[src/rtl/postcode_pkg.sv]
// postcode shared definitions: timing defaults, counter widths and the
// receive group-decode states used by the POST interface bridge.
package postcode_pkg;

    // 10 us and 160 us at 48 MHz
    localparam int GAP_CYCLES_DEF   = 480;
    localparam int ABORT_CYCLES_DEF = 7680;

    function automatic int cnt_w(input int n);
        return $clog2(n + 1);
    endfunction

    localparam int GAP_W     = cnt_w(ABORT_CYCLES_DEF);
    localparam int BIT_W     = 3;
    localparam int FRAME_W   = 9;
    localparam int FRAME_CW  = cnt_w(FRAME_W);

    // Pulses seen in the current group
    typedef enum logic [1:0] {
        GRP_IDLE,
        GRP_ONE,
        GRP_TWO,
        GRP_ERR
    } grp_e;

endpackage

[src/rtl/postcode_sync.sv]
// TESTREQ synchroniser with rise/fall strobes.
// Ports: clk, reset (sync, high), testreq (async in), req (clean level),
// rise/fall (one-cycle strobes). POSTCODE_GLITCH_FILTER_EN adds a deglitcher.
module postcode_sync (
    input  logic clk,
    input  logic reset,
    input  logic testreq,
    output logic req,
    output logic rise,
    output logic fall
);

    logic s1;
    logic s2;
    logic lvl;
    logic hist;

    always_ff @(posedge clk) begin
        if (reset) begin
            s1 <= 1'b0;
            s2 <= 1'b0;
        end else begin
            s1 <= testreq;
            s2 <= s1;
        end
    end

`ifdef POSTCODE_GLITCH_FILTER_EN
    logic s3;
    logic s4;
    logic filt;

    // Level only moves once three consecutive samples agree
    always_ff @(posedge clk) begin
        if (reset) begin
            s3   <= 1'b0;
            s4   <= 1'b0;
            filt <= 1'b0;
        end else begin
            s3 <= s2;
            s4 <= s3;
            if (s2 == s3 && s3 == s4)
                filt <= s2;
        end
    end

    assign lvl = filt;
`else
    assign lvl = s2;
`endif

    always_ff @(posedge clk) begin
        if (reset)
            hist <= 1'b0;
        else
            hist <= lvl;
    end

    assign req  = lvl;
    assign rise = lvl & ~hist;
    assign fall = ~lvl & hist;

endmodule

[src/rtl/postcode.sv]
// Acorn POST TESTREQ/TESTACK bridge: decodes pulse-group bytes into rxout,
// serialises txin back on testack. Ports: refclk, reset, testreq, testack,
// rxout, rxfull, rxreset, txin, txempty, txstart.
// Optional deglitch stage: define POSTCODE_GLITCH_FILTER_EN.
module postcode
    import postcode_pkg::*;
#(
    parameter int GAP_CYCLES   = GAP_CYCLES_DEF,
    parameter int ABORT_CYCLES = ABORT_CYCLES_DEF
) (
    input  logic       refclk,
    input  logic       reset,
    input  logic       testreq,
    output logic       testack,
    output logic [7:0] rxout,
    output logic       rxfull,
    input  logic       rxreset,
    input  logic [7:0] txin,
    output logic       txempty,
    input  logic       txstart
);

    localparam int GW = cnt_w(ABORT_CYCLES);
    localparam logic [GW-1:0] GAP_LAST   = GW'(GAP_CYCLES - 1);
    localparam logic [GW-1:0] ABORT_LAST = GW'(ABORT_CYCLES - 1);
    localparam logic [GW-1:0] GAP_SAT    = GW'(ABORT_CYCLES);

    logic req;
    logic rise;
    logic fall;

    postcode_sync u_sync (
        .clk     (refclk),
        .reset   (reset),
        .testreq (testreq),
        .req     (req),
        .rise    (rise),
        .fall    (fall)
    );

    // ---------------- receive ----------------
    logic [GW-1:0]    gap_cnt;
    grp_e             grp;
    grp_e             grp_nxt;
    logic             close;
    logic             abort_hit;
    logic [BIT_W-1:0] bit_cnt;
    logic [7:0]       rx_sh;
    logic [7:0]       rx_byte;
    logic             done;

    // gap_cnt holds idle cycles seen before the current one
    assign close     = !rise && gap_cnt == GAP_LAST && grp != GRP_IDLE;
    assign abort_hit = !rise && gap_cnt == ABORT_LAST;
    assign rx_byte   = {rx_sh[6:0], grp == GRP_TWO};
    assign done      = close && grp != GRP_ERR
                     && bit_cnt == BIT_W'(7);

    always_ff @(posedge refclk) begin
        if (reset)
            gap_cnt <= '0;
        else if (rise)
            gap_cnt <= '0;
        else if (gap_cnt != GAP_SAT)
            gap_cnt <= gap_cnt + GW'(1);
    end

    always_ff @(posedge refclk) begin
        if (reset)
            grp <= GRP_IDLE;
        else
            grp <= grp_nxt;
    end

    always_comb begin
        grp_nxt = grp;
        if (rise) begin
            unique case (grp)
                GRP_IDLE: grp_nxt = GRP_ONE;
                GRP_ONE:  grp_nxt = GRP_TWO;
                GRP_TWO:  grp_nxt = GRP_ERR;
                GRP_ERR:  grp_nxt = GRP_ERR;
            endcase
        end else if (close) begin
            grp_nxt = GRP_IDLE;
        end
    end

    always_ff @(posedge refclk) begin
        if (reset) begin
            bit_cnt <= '0;
            rx_sh   <= '0;
            rxout   <= '0;
            rxfull  <= 1'b0;
        end else begin
            if (close) begin
                if (grp == GRP_ERR) begin
                    bit_cnt <= '0;
                end else begin
                    rx_sh   <= rx_byte;
                    bit_cnt <= bit_cnt + BIT_W'(1);
                end
            end else if (abort_hit) begin
                bit_cnt <= '0;
            end

            // a completion wins over a coincident consume
            if (done && (!rxfull || rxreset)) begin
                rxout  <= rx_byte;
                rxfull <= 1'b1;
            end else if (rxreset) begin
                rxfull <= 1'b0;
            end
        end
    end

    // ---------------- transmit ----------------
    logic [FRAME_W-1:0]  tx_frame;
    logic [FRAME_CW-1:0] tx_left;

    always_ff @(posedge refclk) begin
        if (reset) begin
            tx_frame <= '0;
            tx_left  <= '0;
            txempty  <= 1'b1;
            testack  <= 1'b0;
        end else begin
            if (txempty) begin
                if (txstart) begin
                    tx_frame <= {1'b0, txin};
                    tx_left  <= FRAME_CW'(FRAME_W);
                    txempty  <= 1'b0;
                end
            end else if (fall) begin
                tx_frame <= {tx_frame[FRAME_W-2:0], 1'b0};
                tx_left  <= tx_left - FRAME_CW'(1);
                if (tx_left == FRAME_CW'(1))
                    txempty <= 1'b1;
            end

            // idle echoes presence; busy gates the frame bit
            testack <= txempty ? req : (req & tx_frame[FRAME_W-1]);
        end
    end

endmodule

[config.mk]
export PLATFORM = sky130hd
export DESIGN_NAME = postcode
export DESIGN_NICKNAME = d
export VERILOG_FILES = /design/src/rtl/postcode_pkg.sv /design/src/rtl/postcode_sync.sv /design/src/rtl/postcode.sv
export SDC_FILE = /design/constraint.sdc
export NUM_CORES = 1
export LEC_CHECK = 0
export ABC_AREA = 0
export CAP_MARGIN = 5
export CELL_PAD_IN_SITES_DETAIL_PLACEMENT = 1
export CELL_PAD_IN_SITES_GLOBAL_PLACEMENT = 1
export CORE_ASPECT_RATIO = 0.75
export CORE_MARGIN = 2
export CORE_UTILIZATION = 42
export CTS_CLUSTER_SIZE = 40
export DETAILED_ROUTE_END_ITERATION = 8
export GPL_TIMING_DRIVEN = 1
export PLACE_DENSITY = 0.75
export RECOVER_POWER = 25
export SLEW_MARGIN = 20
export SYNTH_ARGS = -nofsm -noshare
export SYNTH_HDL_FRONTEND = slang
export SYNTH_SLANG_ARGS = --single-unit
[constraint.sdc]
create_clock -name refclk -period 2.55 [get_ports refclk]
set_input_delay 0.255 -clock refclk [delete_from_list [all_inputs] [get_ports refclk]]
set_output_delay 0.255 -clock refclk [all_outputs]
set_load 0.02 [all_outputs]
==> summary.txt <==
outcome - complete, no violations
via count of the first global-routing pass - 1777
antenna violations before repair - 0
Final GP Congestion - 0.771
WL met1 - 2.43 mm
wire per inst - 13.3 um
Die Ht - 67.2 um
area grow syn2layout - 16.6%
Hold Path Depth - 2
Syn Inst Count - 243
GRT Util Overall - 0.171
post_cts resized - 0
Max Freq - 481 MHz
setup TNS - 0 ns
fin cells - 338
r2r setup slk - 0.47 ns
most numerous cell in the Yosys netlist - dfxtp_1
top cells by area in the synthesized netlist - dfxtp_1 47%, mux2i_1 9.8%, nand2_1 5.0%
Final Max Tran Viols - 0
Largest stage delay, worst path - 0.48 ns
Total Wirelength - 4.48 mm
RR Endpoint - rxout[2]
first-pass GRT wire length - 7.95 mm
die width - 88.3 um
Initial DRC Count - 30
Required @ worst endpoint - 2.78 ns
post-synth top area share - 0.466
die footprint - 5930 um^2
DR vias - 1752
Max Used Layer - met4
TritonCTS Buffers - 5
Max stage delay cell, worst path - nor3_4
largest net degree at the start of global routing - 21
Met3 Wirelength - 116 um
skew final - 0.00693 ns
Hold Fails Final Rpt - 0
Core ar. - 5010 um^2
share of layout cells above drive strength 1 - 0.0489
Leak - 0.00101 uW
CP Capture Type - flip-flop
worst-case clock buffer depth - 2
post-route setup slack - 0.469 ns
Post-DRT Antenna Nets - 0
Worst EP arrival - 2.31 ns
n_diodes - 0
Crit Reg-Reg Startpoint - gap_cnt[0]
Slew headroom - 0.357
Clock transition at path regs - 0.09 ns
post-synth cell types - 42
DRC errors left - 0
crit share post-route - 0.816
post-synthesis register bit count - 52
unrepaired setup endpoints after global routing - false
depth of the most critical reg-to-reg path - 5
dpl cells - 331
clock sink total - 52
dpl ws - 0.450 ns
Pwr per Cell Area - 535 nW/um^2
placed inst area - 2530 um^2
latest clock arrival within the worst-skew pair - 0.30 ns
TritonRoute pass-1 iters - 4
Min-Delay Path Class - reg2reg
Post-DP HPWL - 3.31 mm
CP Max Fanout - 8
number of synthesized flops with an enable pin - 0
Final Power - 1390 uW
Hold Startpoint - tx_frame[7]
FFs w/ async S/R, synth - 0
ys flop type - dfxtp_1
Synth area leader - dfxtp_1
CTS H-Tree Depth - 2
IO Pins - 24
crit-path cells - ha_1 > nand4_1 > or3_4 > nor3_4 > mux2i_1
nets - 285
worst slew pin tran - 0.965 ns
synthesized area - 2240 um^2
Synth top cells by count - 52 x dfxtp_1, 30 x nand2_1, 23 x nor2_1, 22 x mux2i_1, 12 x nand3_1
remaining global-route overflow - 0
Setup crit start kind - flip-flop
critical path class - reg2reg
Hold Path End - tx_frame[8]
Tmin final - 2.08 ns
post-synth net total - 262
initial core utilization - 0.446
# rows - 22
Mean Syn Cell Area - 9.20 um^2
Synth Warn # - 0
final setup violating endpoints - 0
max cap viols - 0
Detail Route met2 WL - 1.90 mm
hold_buf cts - 0
Via density - 5.18
Final Cell Area - 2610 um^2
sequential area share after synthesis - 0.466
postcts setup bufs - 0
TritonCTS clock tree - done
IO buf count - 23
Max IR drop VDD - 0.000272 V
Clock Tree Root - clkbuf_8
fillers - 589
==> through the flow <==
stage,util,hold slack [ns]
floorplan,-,0.338
global placement,0.506,0.443
detailed placement,0.506,0.455
CTS,0.521,0.468
global route,0.520,0.492
finish,0.520,0.462
==> cell type report <==
class	instances	area [um^2]	area share
clock buffers	6	72.6	0.0278
clock inverters	1	5.00	0.00192
inverters	10	37.5	0.0144
multi-input cells	172	1120	0.429
flip-flops and latches	52	1040	0.399
well taps	72	90.1	0.0346
repair buffers	25	241	0.0927
==> sequential cells by signal (all words and copies together), names as in the netlist <==
name and flops:
txempty 1, u_sync.hist 1, grp 2, rxfull 1, rxout 8, u_sync.s1 1
rx_sh 7, bit_cnt 3, tx_left 4, u_sync.req 1, tx_frame 9, gap_cnt 13
testack 1
==> cell families after synthesis <==
kind of cell	Yosys count	synth area share
DFF	52	0.466
adders and majority gates	6	0.0336
and+or+nand+nor	100	0.230
muxes	22	0.0985
xor gates and xnor gates	12	0.0470
AOI/OAI and AO/OA	32	0.0918
buffers and inverters	19	0.0336
==> layout by cell type (no fill, tap or decap), types with 2 or more instances in the layout <==
| master | Yosys | final |
|---|---|---|
| and3_1 | 2 | 2 |
| a211oi_1 | 9 | 9 |
| clkbuf_1 | 6 | 2 |
| inv_1 | 10 | 10 |
| xnor2_1 | 6 | 6 |
| and4_1 | 1 | 2 |
| o22ai_1 | 3 | 3 |
| nand4_1 | 5 | 5 |
| a31oi_1 | 2 | 2 |
| dfxtp_1 | 52 | 52 |
| nand3_1 | 12 | 12 |
| nor2_1 | 23 | 23 |
| xor2_1 | 6 | 6 |
| mux2i_1 | 22 | 22 |
| a21oi_1 | 11 | 11 |
| nand2b_1 | 3 | 3 |
| nor2b_1 | 3 | 3 |
| nor3_1 | 5 | 5 |
| clkdlybuf4s50_1 | 0 | 21 |
| nand2_1 | 30 | 30 |
| dlygate4sd3_1 | 0 | 2 |
| o21ai_0 | 2 | 2 |
| ha_1 | 6 | 6 |
| nor4_1 | 2 | 2 |
| clkbuf_8 | 0 | 5 |
| o211ai_1 | 2 | 2 |
==> how the worst max path moves through the flow <==
stage / startpoint / end / slack (ns) / cells past startpoint
floorplan: gap_cnt[0] / rxout[0] / 0.73 / 5
global placement: gap_cnt[0] / rxout[3] / 0.54 / 5
detailed placement: gap_cnt[0] / rxout[2] / 0.45 / 5
CTS: gap_cnt[0] / rxout[2] / 0.42 / 5
global route: gap_cnt[0] / rxout[5] / 0.26 / 5
finish: gap_cnt[0] / rxout[2] / 0.47 / 5
==> critical path, delay by kind of cell, from the launching register on <==
kind | cells | cell delay [ns]
and+or+nand+nor | 3 | 1.09
muxes | 1 | 0.24
DFF | 1 | 0.42
adders and majority gates | 1 | 0.26
==> where the power goes <==
part           switching [uW]  leakage, uW  internal, uW
Clock                     253    0.0000410           187
Sequential               22.2     0.000423           833
Combinational            49.8     0.000544          48.7
Total                     325      0.00101          1070
==> metal layers <==
| metal | vias up | GRT usage |
|---|---|---|
| met1 | 832 | 0.235 |
| met2 | 18 | 0.271 |
| met3 | 5 | 0.0403 |
| li1 | 897 | - |
| met5 | - | 0 |
| met4 | 0 | 0.0455 |
Power figures use the tool's default switching activity.
